===== src/rtl/gcd_arbiter.sv =====
// Round-robin front end that shares one multi-cycle GCD engine between N requesters.
// Optional WAIT-state timeout abort is built when GCD_ARB_TIMEOUT_EN is defined.
module gcd_arbiter #(
   parameter int N       = 4,
   parameter int W       = 8,
   parameter int TIMEOUT = 255
) (
   input  logic           clk,
   input  logic           rst_n,
   input  logic [N-1:0]   i_req,
   input  logic [N*W-1:0] i_aIn,
   input  logic [N*W-1:0] i_bIn,
   output logic [N-1:0]   o_gnt,
   output logic [N-1:0]   o_rspValid,
   output logic [W-1:0]   o_result,
   output logic           o_err,
   output logic           o_busy,
   output logic           o_gcdStart,
   output logic [W-1:0]   o_gcdA,
   output logic [W-1:0]   o_gcdB,
   input  logic           i_gcdDone,
   input  logic [W-1:0]   i_gcdResult,
   output logic           o_gcdAbort
);

   localparam int IW = $clog2(N);

   typedef enum logic [1:0] {
      ST_IDLE,
      ST_ISSUE,
      ST_WAIT,
      ST_RESP
   } state_t;

   state_t         r_state, w_stateNext;
   logic [IW-1:0]  r_idx, w_idxNext;
   logic [IW-1:0]  r_ptr, w_ptrNext;
   logic [W-1:0]   r_gcdA, w_gcdANext;
   logic [W-1:0]   r_gcdB, w_gcdBNext;
   logic [N-1:0]   r_gnt, w_gntNext;
   logic [N-1:0]   r_rspValid, w_rspValidNext;
   logic [W-1:0]   r_result, w_resultNext;
   logic           r_busy, w_busyNext;
   logic           r_gcdStart, w_gcdStartNext;
   logic           w_found;
   logic [IW-1:0]  w_selIdx;
   logic [W-1:0]   w_selA;
   logic [W-1:0]   w_selB;

`ifdef GCD_ARB_TIMEOUT_EN
   localparam int CW = $clog2(TIMEOUT + 1);
   logic [CW-1:0]  r_cnt, w_cntNext;
   logic           r_err, w_errNext;
   logic           r_gcdAbort, w_gcdAbortNext;
`endif

   function automatic logic [N-1:0] oneHot(input logic [IW-1:0] idx);
      return N'(1) << idx;
   endfunction

   // Scan downward so the requester closest to the pointer is the last (winning) hit.
   always_comb begin
      w_found  = 1'b0;
      w_selIdx = '0;
      for (int k = N - 1; k >= 0; k--) begin
         if (i_req[(int'(r_ptr) + k) % N]) begin
            w_found  = 1'b1;
            w_selIdx = IW'((int'(r_ptr) + k) % N);
         end
      end
      w_selA = i_aIn[int'(w_selIdx)*W +: W];
      w_selB = i_bIn[int'(w_selIdx)*W +: W];
   end

   always_comb begin
      w_stateNext     = r_state;
      w_idxNext       = r_idx;
      w_ptrNext       = r_ptr;
      w_gcdANext      = r_gcdA;
      w_gcdBNext      = r_gcdB;
      w_gntNext       = '0;
      w_rspValidNext  = '0;
      w_resultNext    = '0;
      w_gcdStartNext  = 1'b0;
`ifdef GCD_ARB_TIMEOUT_EN
      w_cntNext       = r_cnt;
      w_errNext       = 1'b0;
      w_gcdAbortNext  = 1'b0;
`endif
      unique case (r_state)
         ST_IDLE: begin
            if (w_found) begin
               w_idxNext      = w_selIdx;
               w_gcdANext     = w_selA;
               w_gcdBNext     = w_selB;
               w_gntNext      = oneHot(w_selIdx);
               w_gcdStartNext = (w_selA != '0) && (w_selB != '0);
               w_stateNext    = ST_ISSUE;
            end
         end
         ST_ISSUE: begin
            // A zero operand makes the GCD the other operand, so the engine is skipped.
            if ((r_gcdA == '0) || (r_gcdB == '0)) begin
               w_rspValidNext = oneHot(r_idx);
               w_resultNext   = r_gcdA | r_gcdB;
               w_stateNext    = ST_RESP;
            end else begin
               w_stateNext = ST_WAIT;
`ifdef GCD_ARB_TIMEOUT_EN
               w_cntNext   = '0;
`endif
            end
         end
         ST_WAIT: begin
            if (i_gcdDone) begin
               w_rspValidNext = oneHot(r_idx);
               w_resultNext   = i_gcdResult;
               w_stateNext    = ST_RESP;
            end
`ifdef GCD_ARB_TIMEOUT_EN
            else if (r_cnt == CW'(TIMEOUT - 1)) begin
               w_rspValidNext = oneHot(r_idx);
               w_errNext      = 1'b1;
               w_gcdAbortNext = 1'b1;
               w_stateNext    = ST_RESP;
            end else begin
               w_cntNext = r_cnt + 1'b1;
            end
`endif
         end
         ST_RESP: begin
            w_ptrNext   = (r_idx == IW'(N - 1)) ? '0 : r_idx + 1'b1;
            w_stateNext = ST_IDLE;
         end
         default: w_stateNext = ST_IDLE;
      endcase
      w_busyNext = (w_stateNext != ST_IDLE);
   end

   always_ff @(posedge clk or negedge rst_n) begin
      if (!rst_n) begin
         r_state    <= ST_IDLE;
         r_idx      <= '0;
         r_ptr      <= '0;
         r_gcdA     <= '0;
         r_gcdB     <= '0;
         r_gnt      <= '0;
         r_rspValid <= '0;
         r_result   <= '0;
         r_busy     <= 1'b0;
         r_gcdStart <= 1'b0;
      end else begin
         r_state    <= w_stateNext;
         r_idx      <= w_idxNext;
         r_ptr      <= w_ptrNext;
         r_gcdA     <= w_gcdANext;
         r_gcdB     <= w_gcdBNext;
         r_gnt      <= w_gntNext;
         r_rspValid <= w_rspValidNext;
         r_result   <= w_resultNext;
         r_busy     <= w_busyNext;
         r_gcdStart <= w_gcdStartNext;
      end
   end

`ifdef GCD_ARB_TIMEOUT_EN
   always_ff @(posedge clk or negedge rst_n) begin
      if (!rst_n) begin
         r_cnt      <= '0;
         r_err      <= 1'b0;
         r_gcdAbort <= 1'b0;
      end else begin
         r_cnt      <= w_cntNext;
         r_err      <= w_errNext;
         r_gcdAbort <= w_gcdAbortNext;
      end
   end

   assign o_err      = r_err;
   assign o_gcdAbort = r_gcdAbort;
`else
   assign o_err      = 1'b0;
   assign o_gcdAbort = 1'b0;
`endif

   assign o_gnt      = r_gnt;
   assign o_rspValid = r_rspValid;
   assign o_result   = r_result;
   assign o_busy     = r_busy;
   assign o_gcdStart = r_gcdStart;
   assign o_gcdA     = r_gcdA;
   assign o_gcdB     = r_gcdB;

endmodule


===== config.mk =====
export PLATFORM = sky130hd
export DESIGN_NAME = gcd_arbiter
export DESIGN_NICKNAME = d
export VERILOG_FILES = /design/src/rtl/gcd_arbiter.sv
export SDC_FILE = /design/constraint.sdc
export NUM_CORES = 1
export LEC_CHECK = 0
export CAP_MARGIN = 10
export CORE_MARGIN = 3
export CORE_UTILIZATION = 37
export DETAILED_ROUTE_END_ITERATION = 8
export PLACE_DENSITY = 0.83
export SYNTH_ARGS = -nofsm -noshare
export SYNTH_HDL_FRONTEND = slang
export SYNTH_SLANG_ARGS = --single-unit

===== constraint.sdc =====
create_clock -name clk -period 1.8 [get_ports clk]
set_input_delay 0.36 -clock clk [delete_from_list [all_inputs] [get_ports clk]]
set_output_delay 0.36 -clock clk [all_outputs]
set_load 0.02 [all_outputs]

Yosys cells after proc, flatten, opt, wreduce, memory -nomap -nowiden
Index checks and enable logic that the tools add are counted.
{"block": "totals", "elab_cells": 76, "output_inout_bits": 36, "regBits": 40, "inputBits": 79}
{"block": "classes", "bitwise": 4, "shift": 4, "addsub": 4, "n_reduce_logical": 12, "mux": 34, "n_eq_ne": 4, "n_lt_le_gt_ge": 4}
{"cell": "$shiftx A32 B6 Y8", "n": 2}
{"cell": "$logic_not A8 Y1", "n": 2}
{"cell": "$mux W4", "n": 4}
{"cell": "$mux W8", "n": 2}
{"cell": "$pmux W8 S2", "n": 1}
{"cell": "$reduce_bool A8 Y1", "n": 2}
{"cell": "$mux W1", "n": 14}
{"cell": "$mux W2", "n": 7}
{"cell": "$lt A3 B4 Y1 const B", "n": 3}
{"cell": "$bmux W1 S2", "n": 4}
{"cell": "$or A8 B8 Y8", "n": 1}
{"cell": "$pmux W2 S4", "n": 1}
{"cell": "$pmux W4 S2", "n": 1}
{"cell": "$shl A1 B2 Y4 const A", "n": 2}
{"cell": "$eq A2 B2 Y1 const B", "n": 3}
{"cell": "$reduce_or A2 Y1", "n": 3}
{"cell": "$add A2 B1 Y2 const B", "n": 2}
{"cell": "$add A2 B2 Y2 const B", "n": 2}
{"cell": "$and A1 B1 Y1 const A", "n": 3}
{"cell": "$lt A2 B3 Y1 const B", "n": 1}
{"cell": "$eq A2 B1 Y1 const B", "n": 1}
{"cell": "$logic_not A2 Y1", "n": 1}
{"cell": "$reduce_and A2 Y1", "n": 1}
{"cell": "$reduce_bool A2 Y1", "n": 1}
{"cell": "other kinds (2)", "n": 2}

Depth between registers and ports, before layout
{"block": "logic_depth", "word_depth": 15, "depth_mapped": 9, "mapped_depth_nobuf": 7}

Least setup slack after synthesis
No wires, ideal clock.
{"block": "synth_timing", "path_kind": "register -> register", "from": "reg r_ptr[0]", "to": "reg r_gcdStart (netlist: o_gcdStart)", "required_ps": 1669, "path_buffers": 2, "synth_period_minus_slack_ps": 1964, "t_arrival_ps": 1833, "stages_incl_launch_ff": 9, "path_slack_ps": -164, "setup_time_ps": 131, "cell_sequence": "dfrtp_1 -> nor3b_2 -> a211oi_4 -> or2_1 -> buf_4 -> buf_2 -> a31oi_1 -> nor4_1 -> a21oi_1"}
{"block": "synth_between", "elab_chain_len": 13, "word_cells_on_any_way": 29, "classes_between": "add/sub: 3; shift: 2; mux: 21; reduce/logical: 3"}
{"element": "start: declaration", "line_no": "37", "rtl": "logic [IW-1:0] r_ptr, w_ptrNext;"}
{"element": "start signal: assignment", "line_no": "155", "rtl": "r_ptr <= w_ptrNext;"}
{"element": "$add A2 B2 Y2", "line_no": "66, 68"}
{"element": "$bmux W1 S2", "line_no": "66", "rtl": "if (i_req[(int'(r_ptr) + k) % N]) begin"}
{"element": "$mux W1 (implied by the code) (2 in series)", "line_no": "66"}
{"element": "$mux W2 (4 in series)", "line_no": "66"}
{"element": "$shiftx A32 B6 Y8, on equally long branches", "line_no": "71, 72"}
{"element": "$reduce_bool A8 Y1", "line_no": "97", "rtl": "w_gcdStartNext = (w_selA != '0) && (w_selB != '0);"}
{"element": "$logic_and A1 B1 Y1", "line_no": "97"}
{"element": "$mux W1 *", "line_no": "92", "rtl": "if (w_found) begin"}
{"element": "$mux W1 *", "line_no": "90", "rtl": "unique case (r_state)"}
{"element": "net w_gcdStartNext", "line_no": "44", "rtl": "logic r_gcdStart, w_gcdStartNext;"}
{"element": "end signal: assignment", "line_no": "162", "rtl": "r_gcdStart <= w_gcdStartNext;"}
{"element": "end: declaration", "line_no": "44"}
Mark *: on every way through the listed nets, which the timed path passes. The rest lies on a longest branch. The select of a mux whose other input is x is not followed.
A chain may end at the register's enable or synchronous reset.

Worst setup path in the final report
{"block": "layout_timing", "from": "reg r_ptr[1]", "to": "reg r_gcdStart (netlist: o_gcdStart)"}
The elaborated chain is that of the path after synthesis.

==> impl_metrics.prom <==
# TYPE chip_impl_metric gauge
chip_impl_metric{name="ys_seq_area_share",unit="%"} 41.8
chip_impl_info{name="critical_path_class",value="reg -> reg"} 1
chip_impl_metric{name="detailed_place_hpwl",unit="mm"} 6.55
chip_impl_info{name="cts_tree",value="done"} 1
chip_impl_info{name="critical_path.slowest_cell",value="dfrtp_2"} 1
chip_impl_metric{name="placed_cells",unit=""} 465
chip_impl_info{name="synth_top_flop_cell",value="dfrtp_1"} 1
chip_impl_info{name="status",value="finished, violations left"} 1
chip_impl_metric{name="period_needed",unit="ns"} 2.18
chip_impl_metric{name="synthArstFlopShare",unit="%"} 100
chip_impl_metric{name="cp_buf_inv_count",unit=""} 1
chip_impl_metric{name="fp.dieArea",unit="sq mm"} 0.00747
chip_impl_metric{name="finalNonFillerCells",unit=""} 477
chip_impl_metric{name="overflow",unit=""} 0
chip_impl_info{name="crit_path_cell_trace",value="mux2i_4, a2bb2oi_4, buf_4, and3_1, a211oi_2, a31oi_1, nor4_2, a21oi_1"} 1
chip_impl_metric{name="timing.fmax",unit="MHz"} 458
chip_impl_metric{name="vias_in_the_first_global_route",unit=""} 2826
chip_impl_metric{name="timing_max_transition_violations_final",unit=""} 0
chip_impl_metric{name="maxCapViolCount",unit=""} 0
chip_impl_metric{name="die_w",unit="microns"} 86.5
chip_impl_metric{name="critical_path_required",unit="ns"} 1.96
chip_impl_metric{name="place_congestion",unit=""} 1.01
chip_impl_metric{name="tcrit_tclk_final",unit="%"} 121
chip_impl_metric{name="antenna_violating_nets_post_route",unit=""} 0
chip_impl_info{name="worstSetupEndpointType",value="flop"} 1
chip_impl_metric{name="initial_antenna_violation_count",unit=""} 0
chip_impl_metric{name="fp-row-count",unit=""} 28
chip_impl_metric{name="htree_levels",unit=""} 2
chip_impl_metric{name="route.vias.total",unit=""} 2649
chip_impl_metric{name="worst-endpoint-arrival",unit="ns"} 2.34
chip_impl_metric{name="setup_viol",unit=""} 17
chip_impl_metric{name="core_area",unit="sq mm"} 0.00610
chip_impl_metric{name="mappedNetlistArea",unit="sq mm"} 0.00239
chip_impl_info{name="grt_setup_unrepaired",value="yes"} 1
chip_impl_info{name="netlist_top_cells_area",value="dfrtp_1 (42%), mux2_2 (8.0%), o21ai_0 (5.4%)"} 1
chip_impl_metric{name="finalClockSkew",unit="ns"} 0.00350
chip_impl_metric{name="synth_edf_count",unit=""} 0
chip_impl_metric{name="cts.reportedPaths.clkPinSlew",unit="ns"} 0.08
chip_impl_metric{name="cts.hold.buffers_added",unit=""} 0
chip_impl_metric{name="avgRoutedWirePerCell",unit="microns"} 18.5
chip_impl_info{name="worst_hold_path_type",value="in -> async"} 1
chip_impl_metric{name="clk-insertion-delay-late",unit="ns"} 0.29
chip_impl_metric{name="initial_utilization",unit="%"} 39.3
chip_impl_metric{name="firstDrtPassIters",unit=""} 4
chip_impl_metric{name="flow.area_growth_from_synthesis",unit="%"} 86.5
chip_impl_metric{name="timing.slew.headroom",unit="%"} 64.8
chip_impl_info{name="yosysMostFrequentCell",value="dfrtp_1"} 1
chip_impl_metric{name="vdd_drop_max",unit="mV"} 0.805
chip_impl_metric{name="detail_route.drc_violations",unit=""} 0
chip_impl_metric{name="clock-sinks",unit=""} 40
chip_impl_metric{name="numPortBuffers",unit=""} 112
chip_impl_metric{name="global_route.usage.total",unit="%"} 23.5
chip_impl_metric{name="die_h",unit="microns"} 86.5
chip_impl_metric{name="fillers",unit=""} 419
chip_impl_metric{name="post_route_cells_drive_above_1_share",unit="%"} 35.6
chip_impl_metric{name="crit_path_max_incr_delay",unit="ns"} 0.48
chip_impl_info{name="critical-path-top-delay-family",value="compound AO/OA/AOI/OAI gates"} 1
chip_impl_metric{name="power_density",unit="mW/mm^2"} 1500
chip_impl_metric{name="num-nets-final",unit=""} 488
chip_impl_metric{name="max_slew.worst_pin.slew",unit="ns"} 0.527
chip_impl_metric{name="timing.final.ws_setup",unit="ns"} -0.385
chip_impl_metric{name="avgViaCountPerCell",unit=""} 5.55
chip_impl_metric{name="timing_hold_violations_final",unit=""} 0
chip_impl_metric{name="clk_path_buf_depth",unit=""} 2
chip_impl_metric{name="cts_inserted_buffers",unit=""} 5
chip_impl_metric{name="drt_iter0_markers",unit=""} 178
chip_impl_metric{name="drt_wl_total",unit="mm"} 8.83
chip_impl_info{name="yosys_top_cell_by_area",value="dfrtp_1"} 1
chip_impl_metric{name="synth.yosys.warnings",unit=""} 0
chip_impl_metric{name="ios",unit=""} 115
chip_impl_metric{name="synthesis.instances",unit=""} 241
chip_impl_info{name="cts_root_buf",value="clkbuf_8"} 1
chip_impl_metric{name="synth_cell_type_count",unit=""} 43
chip_impl_info{name="setup.worst_path.start_class",value="flop"} 1
chip_impl_metric{name="synth.ff_latch_count",unit=""} 40
chip_impl_metric{name="antenna_cells",unit=""} 0
chip_impl_metric{name="timing.critical_path.fanout_max",unit=""} 6
chip_impl_metric{name="grt_start_max_net_pins",unit=""} 24
chip_impl_info{name="failed_checks",value="setup timing"} 1
chip_impl_metric{name="power.total",unit="mW"} 6.69
chip_impl_info{name="synth.top_cells.by_count",value="dfrtp_1 (40), o21ai_0 (26), nand2_1 (23)"} 1
chip_impl_metric{name="synth_top_area_share",unit="%"} 41.8
chip_impl_metric{name="leakagePower",unit="nW"} 1.81
chip_impl_metric{name="global_route_wire_length_before_repair",unit="mm"} 13.8
chip_impl_metric{name="avgSynthCellArea",unit="sq um"} 9.94
==> metal layers <==
metal	vias up	share of wire [%]	GRT usage, %
met1	1267	40	28.9
li1	1222	-	-
met5	-	0	0
met4	0	1.7	6.80
met3	16	8.5	5.99
met2	144	50	40.7
==> placed cells by master (no fill, tap or decap), types with 8 or more instances in the layout <==
cell / netlist / routed
nand3_1: 16 / 16
buf_4: 5 / 47
ha_1: 8 / 8
clkdlybuf4s50_1: 0 / 108
mux2_2: 17 / 17
o21ai_0: 26 / 11
o21ai_2: 0 / 8
nand2_1: 23 / 23
dfrtp_1: 40 / 38
a21boi_0: 8 / 8
==> stage by stage <==
step	setup slack (ns)	hold slack (ns)	util [%]	TNS, ns	cell area (sq um)
final	-0.385	0.0396	73.3	-3.81	4470
after global routing	-0.427	0.0713	73.3	-5.17	4470
after floorplan	-0.101	0.0644	-	-0.362	2430
after CTS	-0.282	0.0515	71.3	-3.35	4350
after global placement	-0.660	0.345	65.1	-10.40	3970
after detailed placement	-0.707	0.365	65.1	-12.31	3970
==> cells by family after synthesis <==
group	synth area share [%]
buffers and inverters	5.02
AOI/OAI and AO/OA	23.6
muxes	8.88
and+or+nand+nor	16.4
adders and majority gates	4.18
other	0.157
DFF	41.8
==> what timing repair did <==
action | 4_1_cts | 5_1_grt
setup buffers | 2 | 0
pin swaps | 18 | 9
resized for setup | 49 | 25
setup endpoints to repair | 21 | 24
gates cloned | 2 | 0
==> registers in the layout (all words and copies together) (netlist names) <==
signal and cells:
o_gcdA 8, r_ptr 2, o_busy 1, o_gcdStart 1
r_state 2, o_rspValid 4, o_gnt 4, o_gcdB 8
o_result 8, r_idx 2
==> final cells by class <==
class / count / area, sq um / area share (%)
Timing Repair Buffer: 169 / 1650 / 37.0
Tap cell: 75 / 93.8 / 2.10
Sequential cell: 40 / 1000 / 22.5
Multi-Input combinational cell: 181 / 1600 / 35.8
Inverter: 4 / 15.0 / 0.336
Clock buffer: 8 / 100 / 2.24
==> power breakdown <==
part / switching (mW) / leakage, nW / internal [mW]
combinational: 2.05 / 1.26 / 2.38
sequential: 0.358 / 0.500 / 1.24
clock: 0.303 / 0.0515 / 0.350
==> final timing paths <==
kind                                      start               endpoint  slack (ns)  depth (start not counted)
max                        r_ptr[1]$_DFFE_PN0N_   o_gcdStart$_DFF_PN0_       -0.38                          8
min                                       rst_n   r_idx[0]$_DFFE_PN0P_        0.04                          1
max reg2reg                r_ptr[1]$_DFFE_PN0N_   o_gcdStart$_DFF_PN0_       -0.38                          8
min reg2reg                r_idx[1]$_DFFE_PN0P_   r_idx[1]$_DFFE_PN0P_        0.56                          2
max in group asynchronous                 rst_n  o_result[5]$_DFF_PN0_        1.20                          2
min in group clk           r_idx[1]$_DFFE_PN0P_   r_idx[1]$_DFFE_PN0P_        0.56                          2
No activity file was read; power rests on OpenSTA's default activity.
